`src/rtl/dmem_pkg.sv`:
```
// Shared definitions for the data-memory port arbiter and the MEM-stage load path.
//   SZ_*          access size encodings
//   arb_state_e   arbiter FSM states
//   dmem_req_t    one master's request bundle
//   size_byteena  size -> byte-lane enables (low lane = addressed byte)
//   misaligned    natural-alignment check used by the optional trap
package dmem_pkg;

  localparam logic [1:0] SZ_BYTE = 2'b00;
  localparam logic [1:0] SZ_HALF = 2'b01;
  localparam logic [1:0] SZ_WORD = 2'b10;

  typedef enum logic {
    ST_ARB       = 1'b0,
    ST_AUX_FORCE = 1'b1
  } arb_state_e;

  typedef struct packed {
    logic        we;
    logic [1:0]  size;
    logic        sext;
    logic [31:0] addr;
    logic [31:0] wdata;
  } dmem_req_t;

  // Size 2'b11 is not a legal encoding; it is treated as a word.
  function automatic logic [3:0] size_byteena(input logic [1:0] size);
    case (size)
      SZ_BYTE: size_byteena = 4'b0001;
      SZ_HALF: size_byteena = 4'b0011;
      default: size_byteena = 4'b1111;
    endcase
  endfunction

  function automatic logic misaligned(input logic [1:0] size, input logic [1:0] addr_lo);
    case (size)
      SZ_BYTE: misaligned = 1'b0;
      SZ_HALF: misaligned = addr_lo[0];
      default: misaligned = |addr_lo;
    endcase
  endfunction

endpackage

```
`src/rtl/dmem_load_ext.sv`:
```
// Load-data extension: picks byte/half/word from the low lanes of the memory
// read data and sign- or zero-extends it to 32 bits. Purely combinational so
// the MEM stage can reuse it.
//   size  in  2   SZ_BYTE/SZ_HALF/SZ_WORD (2'b11 = word)
//   sext  in  1   1 = sign-extend, 0 = zero-extend
//   data  in  32  raw memory data, addressed byte in [7:0]
//   ext   out 32  extended result
module dmem_load_ext
  import dmem_pkg::*;
(
  input  logic [1:0]  size,
  input  logic        sext,
  input  logic [31:0] data,
  output logic [31:0] ext
);

  always_comb begin
    case (size)
      SZ_BYTE: ext = {{24{sext & data[7]}},  data[7:0]};
      SZ_HALF: ext = {{16{sext & data[15]}}, data[15:0]};
      default: ext = data;
    endcase
  end

endmodule

```
`src/rtl/dmem_port_arbiter.sv`:
```
// Data-memory port arbiter: shares one single-port byte-addressed memory
// between the CPU MEM stage (primary) and an auxiliary master. One access per
// cycle; load data is registered (with extension) and returned the next cycle.
// The aux port is guaranteed progress: after STARVE_MAX consecutive wait
// cycles the next cycle belongs to aux unconditionally.
//
// Ports
//   clk, rst                     clock; synchronous active-high reset
//   cpu_req/we/size/sext/addr/wdata   CPU request (held until cpu_gnt)
//   cpu_gnt                      combinational accept
//   cpu_rvalid/cpu_rdata         load response, one cycle after grant
//   aux_*                        same set for the auxiliary master
//   dm_ena/w/r/byteena/addr/wdata  memory command (combinational)
//   dm_rdata                     memory read data, addressed byte in low lane
//   cpu_err/aux_err              misalignment pulse (trap build only, else 0)
//
// Build option: define MISALIGN_TRAP_EN to accept-but-drop misaligned
// half/word accesses and report them on <port>_err in the following cycle.
module dmem_port_arbiter
  import dmem_pkg::*;
#(
  parameter int STARVE_MAX = 8,
  parameter int AW         = 11
) (
  input  logic        clk,
  input  logic        rst,
  input  logic        cpu_req,
  input  logic        cpu_we,
  input  logic [1:0]  cpu_size,
  input  logic        cpu_sext,
  input  logic [31:0] cpu_addr,
  input  logic [31:0] cpu_wdata,
  output logic        cpu_gnt,
  output logic        cpu_rvalid,
  output logic [31:0] cpu_rdata,
  output logic        cpu_err,
  input  logic        aux_req,
  input  logic        aux_we,
  input  logic [1:0]  aux_size,
  input  logic        aux_sext,
  input  logic [31:0] aux_addr,
  input  logic [31:0] aux_wdata,
  output logic        aux_gnt,
  output logic        aux_rvalid,
  output logic [31:0] aux_rdata,
  output logic        aux_err,
  output logic        dm_ena,
  output logic        dm_w,
  output logic        dm_r,
  output logic [3:0]  dm_byteena,
  output logic [31:0] dm_addr,
  output logic [31:0] dm_wdata,
  input  logic [31:0] dm_rdata
);

  localparam int NUM_PORTS = 2;   // [0] = cpu, [1] = aux
  localparam int CW        = $clog2(STARVE_MAX + 1);

  dmem_req_t [NUM_PORTS-1:0] req;
  dmem_req_t                 sel;
  logic [NUM_PORTS-1:0]      gnt;
  logic [NUM_PORTS-1:0]      rvalid_q;
  logic [31:0]               rdata_q;
  logic [31:0]               ld_ext;
  logic                      acc_ok;
  logic                      aux_wait;
  arb_state_e                state;
  logic [CW-1:0]             starve_cnt;

  assign req[0] = {cpu_we, cpu_size, cpu_sext, cpu_addr, cpu_wdata};
  assign req[1] = {aux_we, aux_size, aux_sext, aux_addr, aux_wdata};

  // Grants are combinational so the MEM stage can stall in the same cycle.
  // Nothing is granted during reset.
  always_comb begin
    gnt = '0;
    if (!rst) begin
      if (state == ST_ARB) begin
        gnt[0] = cpu_req;
        gnt[1] = aux_req & ~cpu_req;
      end else begin
        gnt[1] = aux_req;
      end
    end
  end

  assign cpu_gnt  = gnt[0];
  assign aux_gnt  = gnt[1];
  assign sel      = gnt[1] ? req[1] : req[0];
  assign aux_wait = aux_req & ~gnt[1];

`ifdef MISALIGN_TRAP_EN
  logic                 mis;
  logic [NUM_PORTS-1:0] err_q;

  // A trapped access still completes its handshake; it just never reaches memory.
  assign mis    = misaligned(sel.size, sel.addr[1:0]);
  assign acc_ok = (|gnt) & ~mis;

  always_ff @(posedge clk) begin
    if (rst) err_q <= '0;
    else     err_q <= gnt & {NUM_PORTS{mis}};
  end

  assign cpu_err = err_q[0] & ~rst;
  assign aux_err = err_q[1] & ~rst;
`else
  assign acc_ok  = |gnt;
  assign cpu_err = 1'b0;
  assign aux_err = 1'b0;
`endif

  assign dm_ena     = acc_ok;
  assign dm_w       = acc_ok & sel.we;
  assign dm_r       = acc_ok & ~sel.we;
  assign dm_byteena = acc_ok ? size_byteena(sel.size) : 4'b0000;
  assign dm_addr    = {sel.addr[31:AW], sel.addr[AW-1:0]};
  assign dm_wdata   = sel.wdata;

  dmem_load_ext u_ext (
    .size (sel.size),
    .sext (sel.sext),
    .data (dm_rdata),
    .ext  (ld_ext)
  );

  // Extended data is captured at the end of the granted cycle, so a store
  // issued in the next cycle cannot disturb it. The register is shared by
  // both ports; rvalid says who owns it.
  always_ff @(posedge clk) begin
    if (rst) begin
      rvalid_q <= '0;
      rdata_q  <= '0;
    end else begin
      rvalid_q <= gnt & {NUM_PORTS{dm_r}};
      if (dm_r) rdata_q <= ld_ext;
    end
  end

  // A response due in the cycle reset is raised is dropped, not delivered late.
  assign cpu_rvalid = rvalid_q[0] & ~rst;
  assign aux_rvalid = rvalid_q[1] & ~rst;
  assign cpu_rdata  = rdata_q;
  assign aux_rdata  = rdata_q;

  // Starvation counter and FSM. starve_cnt holds the number of consecutive
  // aux wait cycles so far; the wait that brings it to STARVE_MAX arms the
  // forced grant for the following cycle.
  always_ff @(posedge clk) begin
    if (rst) begin
      state      <= ST_ARB;
      starve_cnt <= '0;
    end else begin
      if (!aux_wait)                          starve_cnt <= '0;
      else if (starve_cnt != CW'(STARVE_MAX)) starve_cnt <= starve_cnt + CW'(1);

      case (state)
        ST_ARB:
          if (aux_wait && starve_cnt == CW'(STARVE_MAX - 1)) state <= ST_AUX_FORCE;
        ST_AUX_FORCE:
          if (gnt[1] || !aux_req) state <= ST_ARB;
        default: state <= ST_ARB;
      endcase
    end
  end

endmodule

```
`config.mk`:
```
export PLATFORM = sky130hd
export DESIGN_NAME = dmem_port_arbiter
export DESIGN_NICKNAME = d
export VERILOG_FILES = /design/src/rtl/dmem_pkg.sv /design/src/rtl/dmem_load_ext.sv /design/src/rtl/dmem_port_arbiter.sv
export SDC_FILE = /design/constraint.sdc
export NUM_CORES = 1
export LEC_CHECK = 0
export CELL_PAD_IN_SITES_DETAIL_PLACEMENT = 0
export CELL_PAD_IN_SITES_GLOBAL_PLACEMENT = 1
export CORE_AREA = 8 8 117 119
export DETAILED_ROUTE_END_ITERATION = 8
export DIE_AREA = 0 0 125 127
export DONT_BUFFER_PORTS = 1
export GPL_TIMING_DRIVEN = 0
export PLACE_DENSITY = 0.51
export SLEW_MARGIN = 15
export SYNTH_ARGS = -nofsm -noshare
export SYNTH_HDL_FRONTEND = slang
export SYNTH_SLANG_ARGS = --single-unit
```
`constraint.sdc`:
```
create_clock -name clk -period 5.7 [get_ports clk]
set_input_delay 1.14 -clock clk [delete_from_list [all_inputs] [get_ports clk]]
set_output_delay 1.14 -clock clk [all_outputs]
set_load 0.01 [all_outputs]
```
==> PnR_summary.wiki, run 1 <==
{| class="wikitable"
! Metric !! Value
|-
| Run status || completed
|-
| CP max FO || 10
|-
| Fillcell total || 1328
|-
| Die Ht || about 130 microns
|-
| Total chip power || 797 uW
|-
| Most frequent standard cell in the layout excluding fill and tap cells || sky130_fd_sc_hd__nand2_1
|-
| Width of the chip || between 100 and 150 microns
|-
| Die area || 0.0159 sq mm
|-
| Grt peak-use layer || met2
|-
| Least-Margin Pin Slew || 0.928 ns
|-
| Type of the worst setup path || input pin to output pin
|-
| Syn avg cell area || 6.29 sq um
|-
| Cell area power density || 255 mW/mm^2
|-
| Leakage power || roughly 1.6 nW
|-
| CP Data Required Time || 4.56 ns
|-
| Starting density of the core || 23.4%
|-
| Final Wtd Congestion || 0.806
|-
| Highest cell delay on the worst timing path || 0.36 ns
|-
| Post-route setup slack || 1.74 ns
|-
| Hold_ws || approximately 0.49 ns
|-
| Max-slew headroom || 38.0%
|-
| Clock-pin transition on the worst setup and hold timing paths || 0.06 ns
|-
| Vias in the first global route || 2899
|-
| Class of the most critical hold timing path || register to register
|-
| TritonCTS clock tree || yes
|-
| Crit path DAT || 2.82 ns
|-
| Number of warnings printed during yosys synthesis || 0
|-
| Via density per instance || 4.85
|-
| Clock latency on the worst-skew pair || 0.28 ns
|-
| Wire length of the first global-routing pass || 17600 microns
|-
| Cell chosen for the clock root || sky130_fd_sc_hd__clkbuf_16
|-
| Fraction of layout cells with a size suffix above 1 || a little over an eighth
|-
| Setup repair after global routing missed its margin || false
|-
| Max clock buf depth || 2
|-
| Area of the mapped netlist || 0.00277 sq mm
|-
| Drt first pass iters || 4
|-
| Sequential element share of the synthesized area || ~28%
|-
| Number of sinks handled by clock tree synthesis || 39
|-
| Most frequent cells in the layout || sky130_fd_sc_hd__nand2_1 (231), sky130_fd_sc_hd__dfxtp_1 (39), sky130_fd_sc_hd__buf_4 (37)
|-
| Pin count of the biggest net entering global routing || 14
|-
| Initial antenna violation count || 0
|-
| Global-route met3 utilization || around 6.6%
|-
| Mapped Cells || 440
|-
| Area added between synthesis and finish || 12.9%
|-
| Crit path max-delay cell type || sky130_fd_sc_hd__clkbuf_1
|-
| Proportion of total power due to net switching || 30.9%
|-
| Remaining antenna violation count || 0
|-
| Net switching power || around 250 uW
|-
| M1 GR Usage || 14.3%
|-
| Core ar. || 0.0118 sq mm
|-
| Post-Place Worst Slack || ~1.7 ns
|-
| Post-CTS Resized || 0
|-
| Critical Path Sink Type || output pin
|-
| Internal power component || 551 uW
|-
| Post-layout minimum cycle time || 3.96 ns
|-
| Count of buffers added by post-CTS timing repair for setup || 0
|-
| Residual DRC || 0
|-
| Number of top-level pins || around 310
|-
| Number of nets in the final layout || 622
|-
| Met2 global-route usage || 25.9%
|-
| Global-route usage over all layers || 14.2%
|-
| Number of buffers and inverters on the critical path || 5
|-
| Final setup skew || 0.00375 ns
|-
| Footprint of the flip-flops and latches || ~780 sq um
|-
| Synthesis-stage register bit count || 39
|-
| Final worst-path cycle share || 69.5%
|-
| Total inserted antenna cells || 0
|-
| Drt wl/cell || 21.1 microns
|-
| Family of cells with the greatest summed delay on the critical path || buffers and inverters
|-
| Max cap viols || 0
|-
| Highest attainable clock frequency || 252 MHz
|-
| Max IR drop VDD || 0.139 mV
|-
| Post-route cell area || 0.00313 sq mm
|-
| Post-placement cell area || just under 0.003 sq mm
|-
| Number of enable flip-flop cells after synthesis || 0
|-
| Hold violation total from the final report || 0
|-
| IO buf count || 0
|-
| Grt ovf || 0
|-
| Area of the multi-input gates || around 0.0015 sq mm
|-
| CP startpoint kind || input pin
|-
| Unique cell type count in the Yosys netlist || 39
|-
| Final setup TNS || 0 ns
|-
| Worst-path cell chain || buf_4 -> nor2b_1 -> buf_2 -> nand2_2 -> inv_1 -> buf_2 -> clkbuf_1 -> nand2_1 -> nand2_1
|-
| Inserted Clock Buffers || 5
|-
| Final setup viols || 0
|-
| Leading register cell type out of synthesis || sky130_fd_sc_hd__dfxtp_1
|-
| Count of hold buffers inserted by post-cts repair || 0
|-
| HPWL after DPL || 10700 microns
|-
| Comb power frac || 21.2%
|-
| Number of DRC violations after detailed-routing iteration 0 || 180
|-
| Fraction of synthesis flops using an asynchronous set or reset pin || 0%
|-
| Max Transition Viols Final || 0
|-
| Number of cell rows || 40
|-
| Total wire length after detailed routing || 12500 microns
|-
| DR vias || a little under 3000
|-
| # H-tree levels || 2
|-
| Seq pwr share || between 30% and 40%
|-
| Clock power share || between 40% and 50%
|}
[sequential cells by signal, indices dropped and copies added (netlist names)]
name	count
aux_rdata	32
starve_cnt	4
rvalid_q	2
state	1
[path summary, 6_finish.rpt]
check / start / endpoint / slack (ns) / cells after the start
worst min register to register: starve_cnt[1] / starve_cnt[1] / 0.49 / 2
worst min-delay path: starve_cnt[1] / starve_cnt[1] / 0.49 / 2
worst max-delay path: rst / dm_addr[1] / 1.74 / 9
worst max register to register: state / aux_rdata[19] / 3.64 / 6
[Yosys cell counts (2+ instances only)]
cell type	number	area [sq um]
sky130_fd_sc_hd__ha_1	2	25.0
sky130_fd_sc_hd__a21oi_1	11	55.1
sky130_fd_sc_hd__nand2b_1	5	31.3
sky130_fd_sc_hd__o211ai_1	2	15.0
sky130_fd_sc_hd__xnor2_1	2	17.5
sky130_fd_sc_hd__nor3_1	2	10.0
sky130_fd_sc_hd__o221ai_1	16	140
sky130_fd_sc_hd__nor2b_1	3	18.8
sky130_fd_sc_hd__dfxtp_1	39	781
sky130_fd_sc_hd__buf_4	37	278
sky130_fd_sc_hd__buf_1	4	15.0
sky130_fd_sc_hd__buf_2	5	25.0
sky130_fd_sc_hd__a221o_1	8	80.1
sky130_fd_sc_hd__nand2_1	231	867
sky130_fd_sc_hd__clkbuf_1	14	52.6
sky130_fd_sc_hd__inv_1	23	86.3
sky130_fd_sc_hd__a211oi_1	3	22.5
sky130_fd_sc_hd__nor2_1	12	45.0
[cell type report]
class	count	area share, %
Inverter	23	2.76
Clock inverter	3	1.40
Buffer	61	12.2
Multi-Input combinational cell	318	48.8
Sequential cell	39	25.0
Tap cell	147	5.88
Clock buffer	5	4.00
[logic make-up after synthesis]
logic type      synth area share (%)
simple gates                    37.5
buf+inv                         16.9
compound gates                  15.3
flops                           28.2
fa+ha+maj                      0.904
xor+xnor                       0.633
other cells                    0.135
mux                            0.407
[worst min-delay path, stage by stage (launching register included)]
cell                      delay (ns)
sky130_fd_sc_hd__dfxtp_1        0.33
sky130_fd_sc_hd__nand2_1        0.06
sky130_fd_sc_hd__a21oi_1        0.05
[metal layers]
| layer | share of wire (%) | vias up |
|---|---|---|
| met5 | 0 | - |
| met4 | 1.6 | 0 |
| met3 | 12 | 8 |
| met2 | 52 | 208 |
| met1 | 34 | 1295 |
| li1 | - | 1378 |
[metrics by stage]
stage | instances | util, %
floorplan | 441 | -
global placement | 588 | 25.0
detailed placement | 588 | 25.0
CTS | 596 | 26.5
global route | 596 | 26.5
finish | 596 | 26.5
[power groups by stage]
stage	combinational, mW	clock (mW)	sequential [mW]
final	0.169	0.319	0.309
after global routing	0.185	0.339	0.311
after CTS	0.172	0.332	0.310
after detailed placement	0.172	0	0.316
after global placement	0.173	0	0.316
after floorplan	0.135	0	0.310
No activity file was read; power rests on OpenSTA's default activity.
==> run 2, diff against run 1 <==
--- a/config.mk
+++ b/config.mk
@@ -7,12 +7,12 @@
 export LEC_CHECK = 0
 export CELL_PAD_IN_SITES_DETAIL_PLACEMENT = 0
 export CELL_PAD_IN_SITES_GLOBAL_PLACEMENT = 1
-export CORE_AREA = 8 8 117 119
+export CORE_AREA = 8 8 114 116
 export DETAILED_ROUTE_END_ITERATION = 8
-export DIE_AREA = 0 0 125 127
+export DIE_AREA = 0 0 122 124
 export DONT_BUFFER_PORTS = 1
 export GPL_TIMING_DRIVEN = 0
-export PLACE_DENSITY = 0.51
+export PLACE_DENSITY = 0.55
 export SLEW_MARGIN = 15
 export SYNTH_ARGS = -nofsm -noshare
 export SYNTH_HDL_FRONTEND = slang
==> constraint.sdc (replaced) <==
create_clock -name clk -period 3.2 [get_ports clk]
set_input_delay 0.64 -clock clk [delete_from_list [all_inputs] [get_ports clk]]
set_output_delay 0.64 -clock clk [all_outputs]
set_load 0.01 [all_outputs]
==> PnR_summary.wiki, run 2 (same netlist as run 1, synthesis figures left out) <==
{| class="wikitable"
! Metric !! Value
|-
| Final setup TNS || 0 ns (unchanged)
|-
| Number of buffers and inverters on the critical path || 5 (unchanged)
|-
| Cell area power density || 450 mW/mm^2 (+76%)
|-
| Number of DRC violations after detailed-routing iteration 0 || 165 (-8.3%)
|-
| Max-slew headroom || 31.6% (-6.3 points)
|-
| Crit path DAT || 2.25 ns (-0.57 ns)
|-
| Post-layout minimum cycle time || 2.89 ns
|-
| Width of the chip || 122 microns (-2.4%)
|-
| IO buf count || 0 (unchanged)
|-
| TritonCTS clock tree || yes
|-
| Crit path max-delay cell type || sky130_fd_sc_hd__clkbuf_1
|-
| Drt wl/cell || 20.7 microns (-1.8%)
|-
| Via density per instance || 4.82 (-0.62%)
|-
| Final setup viols || 0 (unchanged)
|-
| Number of nets in the final layout || 622 (unchanged)
|-
| Critical Path Sink Type || output pin
|-
| Fraction of layout cells with a size suffix above 1 || 12.9% (-0.42 points)
|-
| Type of the worst setup path || input pin to output pin
|-
| Final setup skew || 0.00375 ns (-0.00000558 ns)
|-
| Leakage power || 1.54 nW (-0.44%)
|-
| Number of cell rows || 39 (-2.5%)
|-
| Count of hold buffers inserted by post-cts repair || 0 (unchanged)
|-
| Class of the most critical hold timing path || input pin to register
|-
| Drt first pass iters || 6 (+2)
|-
| Inserted Clock Buffers || 5 (unchanged)
|-
| Run status || completed
|-
| HPWL after DPL || 10500 microns (-2.5%)
|-
| Least-Margin Pin Slew || 1.02 ns (+0.0950 ns)
|-
| Die area || 0.0151 sq mm (-4.7%)
|-
| Total inserted antenna cells || 0 (unchanged)
|-
| Global-route usage over all layers || 13.9% (-0.29 points)
|-
| Highest attainable clock frequency || 345 MHz
|-
| Worst-path cell chain || buf_4 -> nor2b_1 -> buf_2 -> nand2_2 -> inv_1 -> buf_2 -> clkbuf_1 -> nand2_1 -> nand2_1
|-
| Starting density of the core || 24.8% (+1.3 points)
|-
| Launch instance of the worst register-to-register path || state
|-
| Grt ovf || 0 (unchanged)
|-
| Remaining antenna violation count || 0 (unchanged)
|-
| Pin count of the biggest net entering global routing || 12 (-2)
|-
| CP Data Required Time || 2.56 ns (-2.00 ns)
|-
| Die Ht || 124 microns (-2.4%)
|-
| Max IR drop VDD || 0.220 mV (+58%)
|-
| # H-tree levels || 2 (unchanged)
|-
| Max Transition Viols Final || 0 (unchanged)
|-
| Final Wtd Congestion || 0.805 (-0.14%)
|-
| Family of cells with the greatest summed delay on the critical path || buffers and inverters
|-
| Residual DRC || 0 (unchanged)
|-
| Worst Setup SP || rst
|-
| Clock latency on the worst-skew pair || 0.28 ns (about the same)
|-
| Final worst-path cycle share || between 90% and 100%
|-
| Setup repair after global routing missed its margin || false
|-
| Total wire length after detailed routing || 12200 microns (-2.6%)
|-
| Total chip power || 1.40 mW (+76%)
|-
| Initial antenna violation count || 0 (unchanged)
|-
| Count of buffers added by post-CTS timing repair for setup || 0 (unchanged)
|-
| Area added between synthesis and finish || 12.3%
|-
| Core ar. || 0.0112 sq mm (-5.4%)
|-
| Highest cell delay on the worst timing path || 0.35 ns (about the same)
|-
| Wire length of the first global-routing pass || 16200 microns (-8.1%)
|-
| Post-CTS Resized || 0 (unchanged)
|-
| Cell chosen for the clock root || sky130_fd_sc_hd__clkbuf_16
|-
| Register-to-register setup slack || 1.14 ns (-2.50 ns)
|-
| Vias in the first global route || 2795 (-3.6%)
|-
| Max cap viols || 0 (unchanged)
|-
| Final core area utilization || 27.8% (+1.4 points)
|-
| CP max FO || 10 (unchanged)
|-
| CP startpoint kind || input pin
|-
| Most frequent cells in the layout || sky130_fd_sc_hd__nand2_1 (231), sky130_fd_sc_hd__dfxtp_1 (39), sky130_fd_sc_hd__buf_4 (37)
|-
| Clock-pin transition on the worst setup and hold timing paths || 0.06 ns (about the same)
|-
| Min-delay src || aux_we
|-
| DR vias || 2847 (-1.5%)
|-
| Most frequent standard cell in the layout excluding fill and tap cells || sky130_fd_sc_hd__nand2_1
|-
| Max reg flops || 32 (unchanged)
|-
| Max clock buf depth || 2 (unchanged)
|-
| Hold violation total from the final report || 0 (unchanged)
|-
| Number of sinks handled by clock tree synthesis || 39 (unchanged)
|-
| Number of top-level pins || 313 (unchanged)
|}
## run 2: area by class of cell
cell class | count | area, sq um
Clock inverter | 1 | 30.0
Fill cell | 1221 | 8060
Inverter | 23 | 86.3
Sequential cell | 39 | 781
Multi-Input combinational cell | 318 | 1520
Tap cell | 143 | 179
Buffer | 61 | 382
Clock buffer | 6 | 129
## run 2: stage by stage
step                      setup WS (ns)  cells  hold WS (ns)  cell area, sq um
after floorplan                   0.697    441         0.462              2770
after global placement            0.243    584         0.479              2950
after detailed placement          0.261    584         0.485              2950
after CTS                         0.256    591         0.416              3110
after global routing              0.118    591         0.410              3110
final                             0.305    591         0.425              3110
## run 2: path summary, 6_finish.rpt
kind	to	cells after the start
worst min register to register	starve_cnt[1]	2
worst min-delay path	rvalid_q[1]	1
worst max register to register	aux_rdata[10]	4
worst max-delay path	dm_wdata[28]	9
## run 2: worst reg2reg max path, stage by stage (launching register included)
cell and delay [ns]:
sky130_fd_sc_hd__dfxtp_1 0.33, sky130_fd_sc_hd__or3b_1 0.45, sky130_fd_sc_hd__o21a_1 0.16, sky130_fd_sc_hd__a2111oi_2 0.80, sky130_fd_sc_hd__a221o_1 0.27
## run 2: metal layers
metal	vias up	GRT usage [%]	part of all wire (%)
met4	0	3.47	0.95
met1	1278	15.9	36
li1	1377	-	-
met3	7	5.71	12
met5	-	0	0
met2	185	23.6	51
## run 2: power by group
group / switching, mW / total [mW] / internal [mW]
Clock: 0.189 / 0.552 / 0.364
Combinational: 0.196 / 0.296 / 0.100
Sequential: 0.0376 / 0.551 / 0.513
Total: 0.422 / 1.40 / 0.977
